===== src/rtl/vram_arbiter_if.sv =====
// Bundle of the display, writer, clear-engine and RAM-port signals of vram_arbiter.
// The arbiter takes the slave modport; drawing logic, VGA timing and RAM model sit on the master side.
interface vram_arbiter_if #(
    parameter int ADDR_W  = 17,
    parameter int COLOR_W = 3
);
    logic               disp_req;
    logic [8:0]         disp_x;
    logic [7:0]         disp_y;
    logic               disp_valid;
    logic [COLOR_W-1:0] disp_data;

    logic               wr_valid;
    logic [8:0]         wr_x;
    logic [7:0]         wr_y;
    logic [COLOR_W-1:0] wr_data;
    logic               wr_ready;

    logic               clr_start;
    logic [COLOR_W-1:0] clr_color;
    logic               clr_busy;
    logic               clr_done;

    logic               vblank;

    logic [ADDR_W-1:0]  mem_addr;
    logic               mem_we;
    logic [COLOR_W-1:0] mem_wdata;
    logic [COLOR_W-1:0] mem_rdata;

    modport slave (
        input  disp_req, disp_x, disp_y,
        input  wr_valid, wr_x, wr_y, wr_data,
        input  clr_start, clr_color,
        input  vblank,
        input  mem_rdata,
        output disp_valid, disp_data,
        output wr_ready,
        output clr_busy, clr_done,
        output mem_addr, mem_we, mem_wdata
    );

    modport master (
        output disp_req, disp_x, disp_y,
        output wr_valid, wr_x, wr_y, wr_data,
        output clr_start, clr_color,
        output vblank,
        output mem_rdata,
        input  disp_valid, disp_data,
        input  wr_ready,
        input  clr_busy, clr_done,
        input  mem_addr, mem_we, mem_wdata
    );
endinterface


===== src/rtl/vram_arbiter.sv =====
// Single-port VRAM arbiter: display reads > clear/fill engine > pixel writer, registered RAM port.
// Optional macro VRAM_VBLANK_WRITE_EN restricts clear and writer traffic to vertical blanking.
module vram_arbiter #(
    parameter int H_RES   = 320,
    parameter int V_RES   = 240,
    parameter int ADDR_W  = 17,
    parameter int COLOR_W = 3
) (
    input  logic           clock,
    input  logic           reset,
    vram_arbiter_if.slave  vram
);
    localparam int                NUM_PIX   = H_RES * V_RES;
    localparam logic [ADDR_W-1:0] LAST_ADDR = ADDR_W'(NUM_PIX - 1);

    typedef enum logic {
        S_IDLE,
        S_FILL
    } clrState_t;

    // 320 = 256 + 64, so the common geometry needs only two shifts and an add.
    function automatic logic [ADDR_W-1:0] pixAddr(input logic [8:0] x, input logic [7:0] y);
        if (H_RES == 320)
            return (ADDR_W'(y) << 8) + (ADDR_W'(y) << 6) + ADDR_W'(x);
        else
            return ADDR_W'(y) * ADDR_W'(H_RES) + ADDR_W'(x);
    endfunction

    clrState_t          r_state;
    clrState_t          w_nextState;
    logic [ADDR_W-1:0]  r_count;
    logic [ADDR_W-1:0]  w_nextCount;
    logic [COLOR_W-1:0] r_color;
    logic [COLOR_W-1:0] w_nextColor;
    logic               r_clrDone;
    logic               w_clrDone;

    logic [ADDR_W-1:0]  r_memAddr;
    logic               r_memWe;
    logic [COLOR_W-1:0] r_memWdata;
    logic [ADDR_W-1:0]  w_nextAddr;
    logic               w_nextWe;
    logic [COLOR_W-1:0] w_nextWdata;

    logic               r_dispPend;
    logic               r_dispPendHit;
    logic               r_dispValid;
    logic               r_dispHit;

    logic [ADDR_W-1:0]  w_dispAddr;
    logic [ADDR_W-1:0]  w_wrAddr;
    logic               w_dispInRange;
    logic               w_wrInRange;
    logic               w_portOk;
    logic               w_clrBusy;
    logic               w_wrReady;
    logic               w_wrAccept;
    logic               w_fillGo;

`ifdef VRAM_VBLANK_WRITE_EN
    assign w_portOk = vram.vblank;
`else
    logic w_unusedVblank;
    assign w_unusedVblank = vram.vblank;
    assign w_portOk       = 1'b1;
`endif

    assign w_dispAddr    = pixAddr(vram.disp_x, vram.disp_y);
    assign w_wrAddr      = pixAddr(vram.wr_x, vram.wr_y);
    assign w_dispInRange = (32'(vram.disp_x) < H_RES) && (32'(vram.disp_y) < V_RES);
    assign w_wrInRange   = (32'(vram.wr_x) < H_RES) && (32'(vram.wr_y) < V_RES);

    assign w_clrBusy  = (r_state == S_FILL);
    assign w_wrReady  = ~vram.disp_req & ~w_clrBusy & w_portOk;
    assign w_wrAccept = vram.wr_valid & w_wrReady;
    assign w_fillGo   = w_clrBusy & ~vram.disp_req & w_portOk;

    always_ff @(posedge clock) begin
        if (reset) begin
            r_state   <= S_IDLE;
            r_count   <= '0;
            r_color   <= '0;
            r_clrDone <= 1'b0;
        end else begin
            r_state   <= w_nextState;
            r_count   <= w_nextCount;
            r_color   <= w_nextColor;
            r_clrDone <= w_clrDone;
        end
    end

    // The counter only advances on cycles where the fill actually owns the port.
    always_comb begin
        w_nextState = r_state;
        w_nextCount = r_count;
        w_nextColor = r_color;
        w_clrDone   = 1'b0;
        case (r_state)
            S_IDLE: begin
                if (vram.clr_start) begin
                    w_nextState = S_FILL;
                    w_nextCount = '0;
                    w_nextColor = vram.clr_color;
                end
            end
            S_FILL: begin
                if (w_fillGo) begin
                    if (r_count == LAST_ADDR) begin
                        w_nextState = S_IDLE;
                        w_nextCount = '0;
                        w_clrDone   = 1'b1;
                    end else begin
                        w_nextCount = r_count + ADDR_W'(1);
                    end
                end
            end
            default: begin
                w_nextState = S_IDLE;
            end
        endcase
    end

    // Port owner for the next cycle; an out-of-range owner still holds the port but touches nothing.
    always_comb begin
        w_nextAddr  = r_memAddr;
        w_nextWe    = 1'b0;
        w_nextWdata = r_memWdata;
        if (vram.disp_req) begin
            if (w_dispInRange)
                w_nextAddr = w_dispAddr;
        end else if (w_fillGo) begin
            w_nextAddr  = r_count;
            w_nextWe    = 1'b1;
            w_nextWdata = r_color;
        end else if (w_wrAccept && w_wrInRange) begin
            w_nextAddr  = w_wrAddr;
            w_nextWe    = 1'b1;
            w_nextWdata = vram.wr_data;
        end
    end

    always_ff @(posedge clock) begin
        if (reset) begin
            r_memAddr     <= '0;
            r_memWe       <= 1'b0;
            r_memWdata    <= '0;
            r_dispPend    <= 1'b0;
            r_dispPendHit <= 1'b0;
            r_dispValid   <= 1'b0;
            r_dispHit     <= 1'b0;
        end else begin
            r_memAddr     <= w_nextAddr;
            r_memWe       <= w_nextWe;
            r_memWdata    <= w_nextWdata;
            r_dispPend    <= vram.disp_req;
            r_dispPendHit <= vram.disp_req & w_dispInRange;
            r_dispValid   <= r_dispPend;
            r_dispHit     <= r_dispPendHit;
        end
    end

    assign vram.mem_addr   = r_memAddr;
    assign vram.mem_we     = r_memWe;
    assign vram.mem_wdata  = r_memWdata;
    assign vram.disp_valid = r_dispValid;
    assign vram.disp_data  = (r_dispValid && r_dispHit) ? vram.mem_rdata : '0;
    assign vram.wr_ready   = w_wrReady;
    assign vram.clr_busy   = w_clrBusy;
    assign vram.clr_done   = r_clrDone;
endmodule


===== src/flat_wrapper.sv =====
// flat-port wrapper written by rule: the top's interface ports become plain ports
module vram_arbiter_flat 
#(
    parameter int H_RES   = 320,
    parameter int V_RES   = 240,
    parameter int ADDR_W  = 17,
    parameter int COLOR_W = 3
)
  (clock, reset, vram_disp_req, vram_disp_x, vram_disp_y, vram_wr_valid, vram_wr_x, vram_wr_y, vram_wr_data, vram_clr_start, vram_clr_color, vram_vblank, vram_mem_rdata, vram_disp_valid, vram_disp_data, vram_wr_ready, vram_clr_busy, vram_clr_done, vram_mem_addr, vram_mem_we, vram_mem_wdata);
  vram_arbiter_if #(.ADDR_W(ADDR_W), .COLOR_W(COLOR_W)) vram_i ();
  input  logic clock;
  input  logic reset;
  input wire logic [$bits(vram_i.disp_req)-1:0] vram_disp_req;
  input wire logic [$bits(vram_i.disp_x)-1:0] vram_disp_x;
  input wire logic [$bits(vram_i.disp_y)-1:0] vram_disp_y;
  input wire logic [$bits(vram_i.wr_valid)-1:0] vram_wr_valid;
  input wire logic [$bits(vram_i.wr_x)-1:0] vram_wr_x;
  input wire logic [$bits(vram_i.wr_y)-1:0] vram_wr_y;
  input wire logic [$bits(vram_i.wr_data)-1:0] vram_wr_data;
  input wire logic [$bits(vram_i.clr_start)-1:0] vram_clr_start;
  input wire logic [$bits(vram_i.clr_color)-1:0] vram_clr_color;
  input wire logic [$bits(vram_i.vblank)-1:0] vram_vblank;
  input wire logic [$bits(vram_i.mem_rdata)-1:0] vram_mem_rdata;
  output wire logic [$bits(vram_i.disp_valid)-1:0] vram_disp_valid;
  output wire logic [$bits(vram_i.disp_data)-1:0] vram_disp_data;
  output wire logic [$bits(vram_i.wr_ready)-1:0] vram_wr_ready;
  output wire logic [$bits(vram_i.clr_busy)-1:0] vram_clr_busy;
  output wire logic [$bits(vram_i.clr_done)-1:0] vram_clr_done;
  output wire logic [$bits(vram_i.mem_addr)-1:0] vram_mem_addr;
  output wire logic [$bits(vram_i.mem_we)-1:0] vram_mem_we;
  output wire logic [$bits(vram_i.mem_wdata)-1:0] vram_mem_wdata;
  assign vram_i.disp_req = vram_disp_req;
  assign vram_i.disp_x = vram_disp_x;
  assign vram_i.disp_y = vram_disp_y;
  assign vram_i.wr_valid = vram_wr_valid;
  assign vram_i.wr_x = vram_wr_x;
  assign vram_i.wr_y = vram_wr_y;
  assign vram_i.wr_data = vram_wr_data;
  assign vram_i.clr_start = vram_clr_start;
  assign vram_i.clr_color = vram_clr_color;
  assign vram_i.vblank = vram_vblank;
  assign vram_i.mem_rdata = vram_mem_rdata;
  assign vram_disp_valid = vram_i.disp_valid;
  assign vram_disp_data = vram_i.disp_data;
  assign vram_wr_ready = vram_i.wr_ready;
  assign vram_clr_busy = vram_i.clr_busy;
  assign vram_clr_done = vram_i.clr_done;
  assign vram_mem_addr = vram_i.mem_addr;
  assign vram_mem_we = vram_i.mem_we;
  assign vram_mem_wdata = vram_i.mem_wdata;
  vram_arbiter #(.H_RES(H_RES), .V_RES(V_RES), .ADDR_W(ADDR_W), .COLOR_W(COLOR_W)) u_core (.clock(clock), .reset(reset), .vram(vram_i));
endmodule

===== config.mk =====
export PLATFORM = sky130hd
export DESIGN_NAME = vram_arbiter_flat
export DESIGN_NICKNAME = d
export VERILOG_FILES = /design/src/rtl/vram_arbiter_if.sv /design/src/rtl/vram_arbiter.sv /design/src/flat_wrapper.sv
export SDC_FILE = /design/constraint.sdc
export NUM_CORES = 1
export LEC_CHECK = 0
export BUFFER_PORTS_ARGS = -buffer_cell sky130_fd_sc_hd__buf_4
export CORE_AREA = 2 2 86 88
export CTS_BUF_LIST = sky130_fd_sc_hd__clkbuf_4 sky130_fd_sc_hd__clkbuf_8 sky130_fd_sc_hd__clkbuf_16
export CTS_CLUSTER_DIAMETER = 120
export DETAILED_ROUTE_END_ITERATION = 16
export DIE_AREA = 0 0 88 90
export PLACE_DENSITY = 0.83
export SYNTH_ARGS = -nofsm -noshare
export SYNTH_HDL_FRONTEND = slang
export SYNTH_SLANG_ARGS = --single-unit

===== constraint.sdc =====
create_clock -name clock -period 2.88 [get_ports clock]
set_input_delay 0.576 -clock clock [delete_from_list [all_inputs] [get_ports clock]]
set_output_delay 0.576 -clock clock [all_outputs]
set_load 0.02 [all_outputs]

# Word-level counts from Yosys, hierarchy flattened
# Index checks and enable logic that the tools add are counted.
# totals
register_bits	47
out_inout_bits	28
# classes
n_bitwise	7
n_mux	18
reduce_logical	12
eq_ne	4
order_cmp	4
n_addsub	5
# ops
cell	n
$mux W17	7
$add A16 B14 Y17	2
$add A17 B9 Y17	2
$pmux W17 S2	1
$lt A9 B9 Y1 const B	2
$add A17 B1 Y17 const B	1
$eq A17 B17 Y1 const B	1
$lt A8 B8 Y1 const B	2
$mux W3	3
$reduce_and A2 Y1	4
$mux W1	6
$and A1 B1 Y1	4
$logic_and A1 B1 Y1	4
$ne A2 B2 Y1 const B	2
$not A1 Y1	3
$reduce_bool A3 Y1	1
$reduce_or A3 Y1	1
$ne A2 B1 Y1 const B	1
$pmux W1 S2	1
$reduce_bool A2 Y1	1
$reduce_or A2 Y1	1

# Longest topological paths before layout
# Gate-level depths: netlist (run 1).
# logic_depth
ltp_word	7
mapped_depth	10
ltp_nobuf	10

# Worst setup path before layout (run 1)
# OpenSTA, ideal clock, no wires.
# synth_path
kind	input port to flip-flop
from	in vram_disp_y[0]
to	reg u_core.r_memAddr[14], in the netlist u_core.vram.mem_addr[14]
path_slack_ns	0.147
path_stages	10
t_arrival_ns	2.642
required_time_ns	2.789
path_buffers	0
cell_sequence	inv_1 -> fa_1 -> inv_1 -> ha_1 -> a211oi_1 -> o21ai_0 -> and3_1 -> o21a_1 -> mux2i_1 -> a311oi_1
# synth_via
elab_chain_cells	4
word_cells_on_any_way	8
# synth_lines
item	line_no	text
start: declaration	flat_wrapper.sv:15	input wire logic [$bits(vram_i.disp_y)-1:0] vram_disp_y;
$add A16 B14 Y17 / $lt A8 B8 Y1 (equally long branches)	vram_arbiter.sv:24, vram_arbiter.sv:70	
$add A17 B9 Y17 / $logic_and A1 B1 Y1 (equally long branches)	vram_arbiter.sv:24, vram_arbiter.sv:70	
$mux W17 / $ne A2 B1 Y1 (equally long branches)	-	
$mux W17 / $reduce_and A2 Y1 (equally long branches)	-	
end signal: assignment	vram_arbiter.sv:152	r_memAddr <= w_nextAddr;
end: declaration	vram_arbiter.sv:38	logic [ADDR_W-1:0] r_memAddr;
# Parallel ways exist; a longest one is shown, timed or not. The select of a mux whose other input is x is not followed.
# A chain may end at the register's enable or synchronous reset.

# Final worst setup path (run 1)
# layout_path
from	in vram_wr_y[0]
to	reg u_core.r_memAddr[13], in the netlist u_core.vram.mem_addr[13]
# layout_via
elab_chain_cells	5
word_cells_on_any_way	10
# layout_lines
item	line_no	text
start: declaration	flat_wrapper.sv:18	input wire logic [$bits(vram_i.wr_y)-1:0] vram_wr_y;
$add A16 B14 Y17 / $lt A8 B8 Y1 (equally long branches)	vram_arbiter.sv:24, vram_arbiter.sv:71	
$add A17 B9 Y17 / $logic_and A1 B1 Y1 (equally long branches)	vram_arbiter.sv:24, vram_arbiter.sv:71	
$mux W17 / $logic_and A1 B1 Y1 (equally long branches)	vram_arbiter.sv:135	end else if (w_wrAccept && w_wrInRange) begin
$mux W17 / $reduce_bool A3 Y1 (equally long branches)	-	
$mux W17 / $reduce_and A2 Y1 (equally long branches)	-	
# Parallel ways exist; a longest one is shown, timed or not. The select of a mux whose other input is x is not followed.

==> results.yml, run 1 <==
die:
  die_h_um: 90
  fp-row-count: 31
  die_w_um: 88
  start_util: 0.478
  dieArea_um2: 7920
  core-area_um2: 7020
  io_pins: 77
setup_path:
  critical_path_class: "in -> reg"
  required_ns: 3.13
  crit_path_cell_trace: "buf_4, inv_1, fa_1, inv_1, fa_1, a211oi_1, o211ai_1, o41a_1, a21oi_1, o221ai_1, a21oi_1"
  worstPathArrival_ns: 2.92
  end_kind: "register"
  path_delay_family: "compound AO/OA/AOI/OAI gates"
  slowest_stage: "fa_1"
  crit_buf_inv: 3
  r2r_start: "u_core.vram.clr_busy"
  cp_slowest_stage_delay_ns: 0.53
  worstSetupStartpoint: "vram_wr_y[0]"
  start_kind: "primary input"
  path_max_fanout: 3
sta:
  max-slew-margin-rel: 0.0828
  rsz0062_at_grt: "no"
  fmax_mhz: 373
  period_minus_slack_ns: 2.68
  fin_crit_sh: 0.930
  setup_violations: 0
  slew_viol_final: 0
  finClkSkew_ns: 0.00200
  final_hold_viol_count: 0
  worstMarginPinSlew_ns: 1.36
pwr:
  power_mw: 1.89
  ir_drop_mv: 0.284
  static-leakage-power_nw: 1.80
  p_per_area_nw_per_um2: 454
placement:
  dp_hpwl_um: 6530
  globalplace.congestion: 0.869
  io_buffers: 75
  dp_cells: 588
detailed_routing:
  ant_nets: 0
  vias: 3486
  drc: 0
  vias_per_cell: 5.85
  drt_iter0_drc: 262
  wirelength_um: 8750
  drtPass1Iterations: 5
  routedWlPerCell_um: 14.7
synth:
  synth_nets: 507
  syn_inst: 423
  syn_area_um2: 3350
  synth.distinct_cells: 55
  yosysSeqAreaShare: 0.281
  ys.warnings.count: 0
  ys_ff_latch: 47
  yosysTopAreaCellShare: 0.281
  async_flop_share: 0
  avgSynthCellArea_um2: 7.93
  synthFlopType: "dfxtp_1"
  yosys-top-cells-area: "dfxtp_1, ha_1, nand2_1, a21oi_1, mux2i_1"
  synth-edff-count: 0
  synth_top_area_cell: "dfxtp_1"
finish:
  stdcell_count: 596
  antenna_cells: 0
  drive_above_1_share: 0.209
  nNetsFinal: 580
  areaGrowthSynthToFinish_pct: 24.3
  fillers: 631
min_path:
  hold_start: "u_core.vram.mem_addr[2]"
  worstHoldPathType: "reg -> reg"
clocking:
  cts_resized: 0
  tritoncts: "built"
  cts_setup_buffers: 0
  insertion_delay_ns: 0.31
  cts_sinks: 47
  root_buffer: "clkbuf_8"
  cts_made_buffers: 5
  cts-hold-fix-buffers: 0
  ctsHtreeMaxLevel: 2
  clk_path_buf_depth: 2
  clk_pin_slew_ns: 0.09
global_route:
  grt_pass1_vias: 3203
  grtUsageTotal: 0.221
  grt_remaining_overflow: 0
  grt_max_degree: 48
  antenna_found_initial: 0
  grt_pass1_wl_um: 14500
run:
  maxCapViolCount: 0
status:
  status: "finished, final reports clean"
per-layer routing:
metal / wire, µm / vias to the layer above / part of all wire / GRT usage
met2: 4300 / 126 / 0.49 / 0.369
met1: 3780 / 1643 / 0.43 / 0.297
li1: - / 1697 / - / -
met5: 0 / - / 0 / 0
met4: 182 / 0 / 0.021 / 0.0667
met3: 490 / 20 / 0.056 / 0.0239
worst reg2reg max path, cell delays in order, from the launching register on:
cell     delay, ns
dfxtp_1       0.70
nand2_1       0.38
o21ai_0       0.62
o21ai_0       0.24
a21oi_1       0.22
nor2_1        0.05
area by class of cell:
type                            instances  area (µm²)  area share
Clock buffer                            5        68.8      0.0165
Clock inverter                          3        71.3      0.0171
Inverter                               20        75.1      0.0180
Multi-Input combinational cell        335        2240       0.536
Sequential cell                        47         941       0.226
Tap cell                               99         124      0.0297
Timing Repair Buffer                   87         653       0.157
registers in the layout (all words and copies together), names as in the netlist, 3 cells and up:
register / count
u_core.r_color: 3
u_core.r_count: 17
u_core.vram.mem_addr: 17
u_core.vram.mem_wdata: 3
cells in the mapped netlist, types with 5 or more instances:
library cell / count
mux2i_1: 15
a211oi_1: 10
nand4_1: 8
inv_1: 18
nand2b_1: 5
and3_1: 8
nand3_1: 8
a21oi_1: 37
o21ai_0: 22
a311oi_1: 14
nor2_1: 40
clkbuf_1: 14
nor3_1: 7
nand2_1: 58
ha_1: 31
o21a_1: 5
o211ai_1: 11
dfxtp_1: 47
final timing paths:
check	endpoint	slack, ns	cells past startpoint
worst max-delay path	u_core.vram.mem_addr[13]	0.20	11
worst min-delay path	u_core.vram.mem_addr[2]	0.46	2
worst max register to register	u_core.r_count[6]	0.55	5
worst min register to register	u_core.vram.mem_addr[2]	0.46	2
cell usage in the layout, fill, tap and decap left out, types with 4 or more instances in the layout:
master,Yosys,routed
a211oi_1,10,10
a21o_1,4,4
a21oi_1,37,37
a311oi_1,14,14
a31oi_1,4,4
and3_1,8,8
buf_4,3,87
clkbuf_8,0,5
dfxtp_1,47,47
fa_1,4,4
ha_1,31,31
inv_1,18,18
mux2i_1,15,15
nand2_1,58,58
nand2b_1,5,5
nand3_1,8,8
nand4_1,8,8
nor2_1,40,40
nor2b_1,4,4
nor3_1,7,7
o211ai_1,11,11
o21a_1,5,5
o21ai_0,22,22
power by group:
part	switching, mW	total [mW]	leakage (nW)	internal (mW)
Clock	0.245	0.597	0.0703	0.352
Combinational	0.326	0.586	1.35	0.260
Sequential	0.0243	0.710	0.384	0.685
cell families after synthesis:
| kind of cell | share of synthesized area |
|---|---|
| AOI/OAI and AO/OA | 0.242 |
| xor gates and xnor gates | 0.0131 |
| adders and majority gates | 0.140 |
| buffers and inverters | 0.0526 |
| DFF | 0.281 |
| muxes | 0.0481 |
| and+or+nand+nor | 0.224 |
through the flow:
| stage | worst slack [ns] | area (µm²) | util | TNS [ns] | hold slack, ns |
|---|---|---|---|---|---|
| after global routing | 0.0550 | 4170 | 0.594 | 0 | 0.466 |
| after CTS | 0.213 | 4170 | 0.594 | 0 | 0.459 |
| final | 0.203 | 4170 | 0.594 | 0 | 0.459 |
| after detailed placement | -0.102 | 4030 | 0.574 | -0.213 | 0.439 |
| after floorplan | 0.147 | 3350 | - | 0 | 0.414 |
| after global placement | -0.0110 | 4030 | 0.574 | -0.0110 | 0.422 |
No activity file was read; power rests on OpenSTA's default activity.
==> inputs of run 2 (changes only) <==
Settings changed: BUFFER_PORTS_ARGS -buffer_cell sky130_fd_sc_hd__buf_4 to not set, CORE_AREA 2 2 86 88 to 2 2 85 87, DIE_AREA 0 0 88 90 to 0 0 87 89, DONT_BUFFER_PORTS set to 1, PLACE_DENSITY 0.83 to 0.75, SLEW_MARGIN set to 20.
==> run 2 against run 1 <==
Worst setup slack better by 0.068 ns. Fmax is 2.6% higher. First-iteration DRC count is 8.0% lower. Non-clock buffer count is 78 lower. Critical path depth is 1 lower. Cell area is 16% lower. Wire length is 6.1% lower. Flip-flop and latch count stayed put. Largest cell class unchanged.
==> results.yml, run 2 (synthesis gave the netlist of run 1 again) <==
placement:
  io_buffers: 0
  dp_hpwl_um: 6270
  globalplace.congestion: 0.888
  dp_cells: 491
finish:
  nNetsFinal: 502
  areaGrowthSynthToFinish_pct: 4.93
  fin_util: 0.524
  stdcell_count: 499
  final_common_cell: "nand2_1"
  drive_above_1_share: 0.0621
  antenna_cells: 0
  final_cell_mix: "nand2_1, dfxtp_1, nor2_1, a21oi_1, ha_1"
clocking:
  cts_sinks: 47
  insertion_delay_ns: 0.30
  cts_resized: 0
  tritoncts: "built"
  cts_made_buffers: 5
  cts-hold-fix-buffers: 0
  clk_path_buf_depth: 2
  cts_setup_buffers: 0
  clk_pin_slew_ns: 0.09
  root_buffer: "clkbuf_8"
  ctsHtreeMaxLevel: 2
run:
  maxCapViolCount: 0
pwr:
  power_mw: 1.60
  static-leakage-power_nw: 1.40
  ir_drop_mv: 0.196
  p_per_area_nw_per_um2: 454
detailed_routing:
  drc: 0
  vias_per_cell: 6.21
  vias: 3097
  routedWlPerCell_um: 16.5
  drtPass1Iterations: 5
  wirelength_um: 8220
  drt_iter0_drc: 241
  ant_nets: 0
sta:
  max-slew-margin-rel: 0.393
  period_minus_slack_ns: 2.61
  setup_violations: 0
  fin_crit_sh: 0.906
  tns_ns: 0
  rsz0062_at_grt: "no"
  worstMarginPinSlew_ns: 0.901
  finClkSkew_ns: 0.00613
  final_hold_viol_count: 0
  slew_viol_final: 0
  fmax_mhz: 383
global_route:
  grt_pass1_vias: 2837
  antenna_found_initial: 0
  grt_pass1_wl_um: 13100
  grt_max_degree: 48
  grtUsageTotal: 0.209
  grt_remaining_overflow: 0
min_path:
  worstHoldPathType: "in -> reg"
setup_path:
  worstPathArrival_ns: 2.82
  critical_path_class: "in -> reg"
  end_kind: "register"
  start_kind: "primary input"
  required_ns: 3.09
  path_max_fanout: 2
die:
  die_w_um: 87
  start_util: 0.499
  fp-row-count: 30
  io_pins: 77
  die_h_um: 89
  dieArea_um2: 7740
  core-area_um2: 6720
status:
  status: "finished, final reports clean"
## run 2: cell count changes in the layout (fill, tap and decap cells not counted), sizes merged
cell	before	now
inv	20	19
clkinvlp	0	1
clkbuf	5	6
clkinv	1	2
bufinv	2	0
buf	87	9
## run 2: final timing paths
path | startpoint | cells past startpoint | end | slack [ns]
worst min register to register | u_core.r_dispPend | 1 | u_core.vram.disp_valid | 0.44
worst min-delay path | reset | 1 | u_core.vram.mem_addr[1] | 0.34
worst max-delay path | vram_disp_y[0] | 10 | u_core.vram.mem_addr[14] | 0.27
worst max register to register | u_core.vram.clr_busy | 4 | u_core.r_count[9] | 0.62
## run 2: per-stage QoR
| step | hold WS, ns | instance area [µm²] | setup WS (ns) |
|---|---|---|---|
| 4_1_cts | 0.325 | 3520 | 0.276 |
| 6_report | 0.336 | 3520 | 0.271 |
| 5_1_grt | 0.319 | 3520 | 0.122 |
| 3_5_place_dp | 0.427 | 3420 | -0.0243 |
| 3_3_place_gp | 0.416 | 3420 | 0.0389 |
| 2_1_floorplan | 0.414 | 3350 | 0.147 |
## run 2: power by group
| part | switching (mW) | internal, mW |
|---|---|---|
| sequential | 0.0637 | 0.685 |
| clock | 0.233 | 0.196 |
| combinational | 0.242 | 0.178 |
| total | 0.538 | 1.06 |
## run 2: critical path, stage by stage
cell	delay, ns
inv_1	0.04
fa_1	0.59
inv_1	0.06
ha_1	0.30
a211oi_1	0.31
o21ai_0	0.19
and3_1	0.22
o21a_1	0.18
mux2i_1	0.11
a311oi_1	0.26
## run 2: area by class of cell
type	count	area, µm²
well taps	80	100
clock buffers	6	82.6
fillers	650	3200
clock inverters	2	16.3
flip-flops and latches	47	941
repair buffers	9	67.6
multi-input cells	335	2240
inverters	20	75.1
## run 2: per-layer routing
layer,wire [µm],vias up,track usage
met5,0,-,0
met4,91,0,0.0597
met3,568,10,0.0388
met2,3890,116,0.354
met1,3670,1435,0.273
li1,-,1536,-
==> inputs of run 3 (changes only) <==
Settings changed: CAP_MARGIN set to 5, MAX_ROUTING_LAYER set to met4.
==> run 3 against run 2 <==
Via count rose by 0.58%. Critical endpoint unchanged. Highest routed layer unchanged. Critical path type unchanged. Register-to-register slack about the same. Clock power about the same. Sequential share of layout area is the same. Wire length is 0.13% lower. Combinational power hardly changed. Largest power group unchanged.
==> results.yml, run 3 (synthesis gave the netlist of run 1 again) <==
status:
  status: "finished, final reports clean"
die:
  fp-row-count: 30
  dieArea_um2: 7740
  core-area_um2: 6720
  die_h_um: 89
  start_util: 0.499
  io_pins: 77
  die_w_um: 87
finish:
  fillers: 650
  final-seq-area_um2: 941
  antenna_cells: 0
  drive_above_1_share: 0.0621
  nNetsFinal: 502
  final_common_cell: "nand2_1"
  areaGrowthSynthToFinish_pct: 4.93
  design_area_um2: 3520
  final_cell_mix: "nand2_1, dfxtp_1, nor2_1, a21oi_1, ha_1"
  multi_input_area_um2: 2240
sta:
  tns_ns: 0
  setup_violations: 0
  rsz0062_at_grt: "no"
  final_hold_viol_count: 0
  worstMarginPinSlew_ns: 0.886
  period_minus_slack_ns: 2.60
  max-slew-margin-rel: 0.403
  fmax_mhz: 384
  slew_viol_final: 0
  finClkSkew_ns: 0.00732
  fin_crit_sh: 0.904
min_path:
  hold_start: "reset"
  worstHoldPathType: "in -> reg"
  min_to: "u_core.r_dispPend"
  worstHoldPathCells: 1
global_route:
  grt_remaining_overflow: 0
  grt_pass1_vias: 2834
  grt_max_degree: 48
  antenna_found_initial: 0
  grt_pass1_wl_um: 13100
  grtUsageTotal: 0.216
clocking:
  clk_pin_slew_ns: 0.09
  tritoncts: "built"
  ctsHtreeMaxLevel: 2
  cts-hold-fix-buffers: 0
  insertion_delay_ns: 0.30
  clk_path_buf_depth: 2
  root_buffer: "clkbuf_8"
  cts_setup_buffers: 0
  cts_resized: 0
  cts_made_buffers: 5
  cts_sinks: 47
pwr:
  ir_drop_mv: 0.198
  static-leakage-power_nw: 1.40
  p_per_area_nw_per_um2: 454
placement:
  dp_hpwl_um: 6270
  io_buffers: 0
  placed_area_um2: 3420
  globalplace.congestion: 0.903
setup_path:
  worstReg2RegEnd: "u_core.r_count[15]"
  reg2reg_slack_ns: 0.62
  crit_buf_inv: 2
  path_delay_family: "compound AO/OA/AOI/OAI gates"
  worstPathArrival_ns: 2.82
  path_max_fanout: 2
  r2r_start: "u_core.vram.clr_busy"
  required_ns: 3.09
  cp_slowest_stage_delay_ns: 0.59
  crit_path_cell_trace: "inv_1, fa_1, inv_1, ha_1, a211oi_1, o21ai_0, and3_1, o21a_1, mux2i_1, a311oi_1"
  end_kind: "register"
  start_kind: "primary input"
  cpMostUsedCell: "inv_1"
  critical_path_class: "in -> reg"
  slowest_stage: "fa_1"
  r2r_cells: 4
detailed_routing:
  vias: 3115
  drtPass1Iterations: 5
  wirelength_um: 8210
  drt_iter0_drc: 250
  drc: 0
  vias_per_cell: 6.24
  routedWlPerCell_um: 16.4
  ant_nets: 0
run:
  maxCapViolCount: 0
run 3: how the worst max path moves through the flow:
stage	to	slack [ns]	cells past startpoint	from
4_1_cts	u_core.vram.mem_addr[14]	0.28	10	vram_disp_y[0]
2_1_floorplan	u_core.vram.mem_addr[14]	0.15	10	vram_disp_y[0]
5_1_grt	u_core.vram.mem_addr[13]	0.12	10	vram_wr_y[0]
3_3_place_gp	u_core.vram.mem_addr[14]	0.04	10	vram_disp_y[0]
3_5_place_dp	u_core.vram.mem_addr[14]	-0.02	10	vram_disp_y[0]
6_report	u_core.vram.mem_addr[14]	0.28	10	vram_disp_y[0]
run 3: report_power, final:
group	switching, mW	internal, mW	total (mW)
Combinational	0.242	0.178	0.420
Clock	0.233	0.196	0.429
Sequential	0.0638	0.685	0.749
run 3: per-stage QoR:
step,std cells,util,worst slack [ns],power [mW],hold slack [ns]
floorplan,423,-,0.147,1.10,0.414
global placement,491,0.509,0.0389,1.17,0.416
CTS,499,0.524,0.276,1.61,0.325
global route,499,0.524,0.122,1.69,0.319
finish,499,0.524,0.278,1.60,0.336
detailed placement,491,0.509,-0.0243,1.18,0.427
run 3: final cells by class:
type | count | share of cell area
Clock buffer | 6 | 0.0235
Clock inverter | 2 | 0.00462
Inverter | 20 | 0.0213
Multi-Input combinational cell | 335 | 0.635
Sequential cell | 47 | 0.267
Tap cell | 80 | 0.0284
Timing Repair Buffer | 9 | 0.0192
run 3: layer usage:
layer | track usage | vias to the layer above | part of all wire
met1 | 0.273 | 1439 | 0.45
met5 | - | - | 0
met2 | 0.354 | 126 | 0.47
met3 | 0.0388 | 12 | 0.065
met4 | 0.0597 | 0 | 0.013
li1 | - | 1538 | -
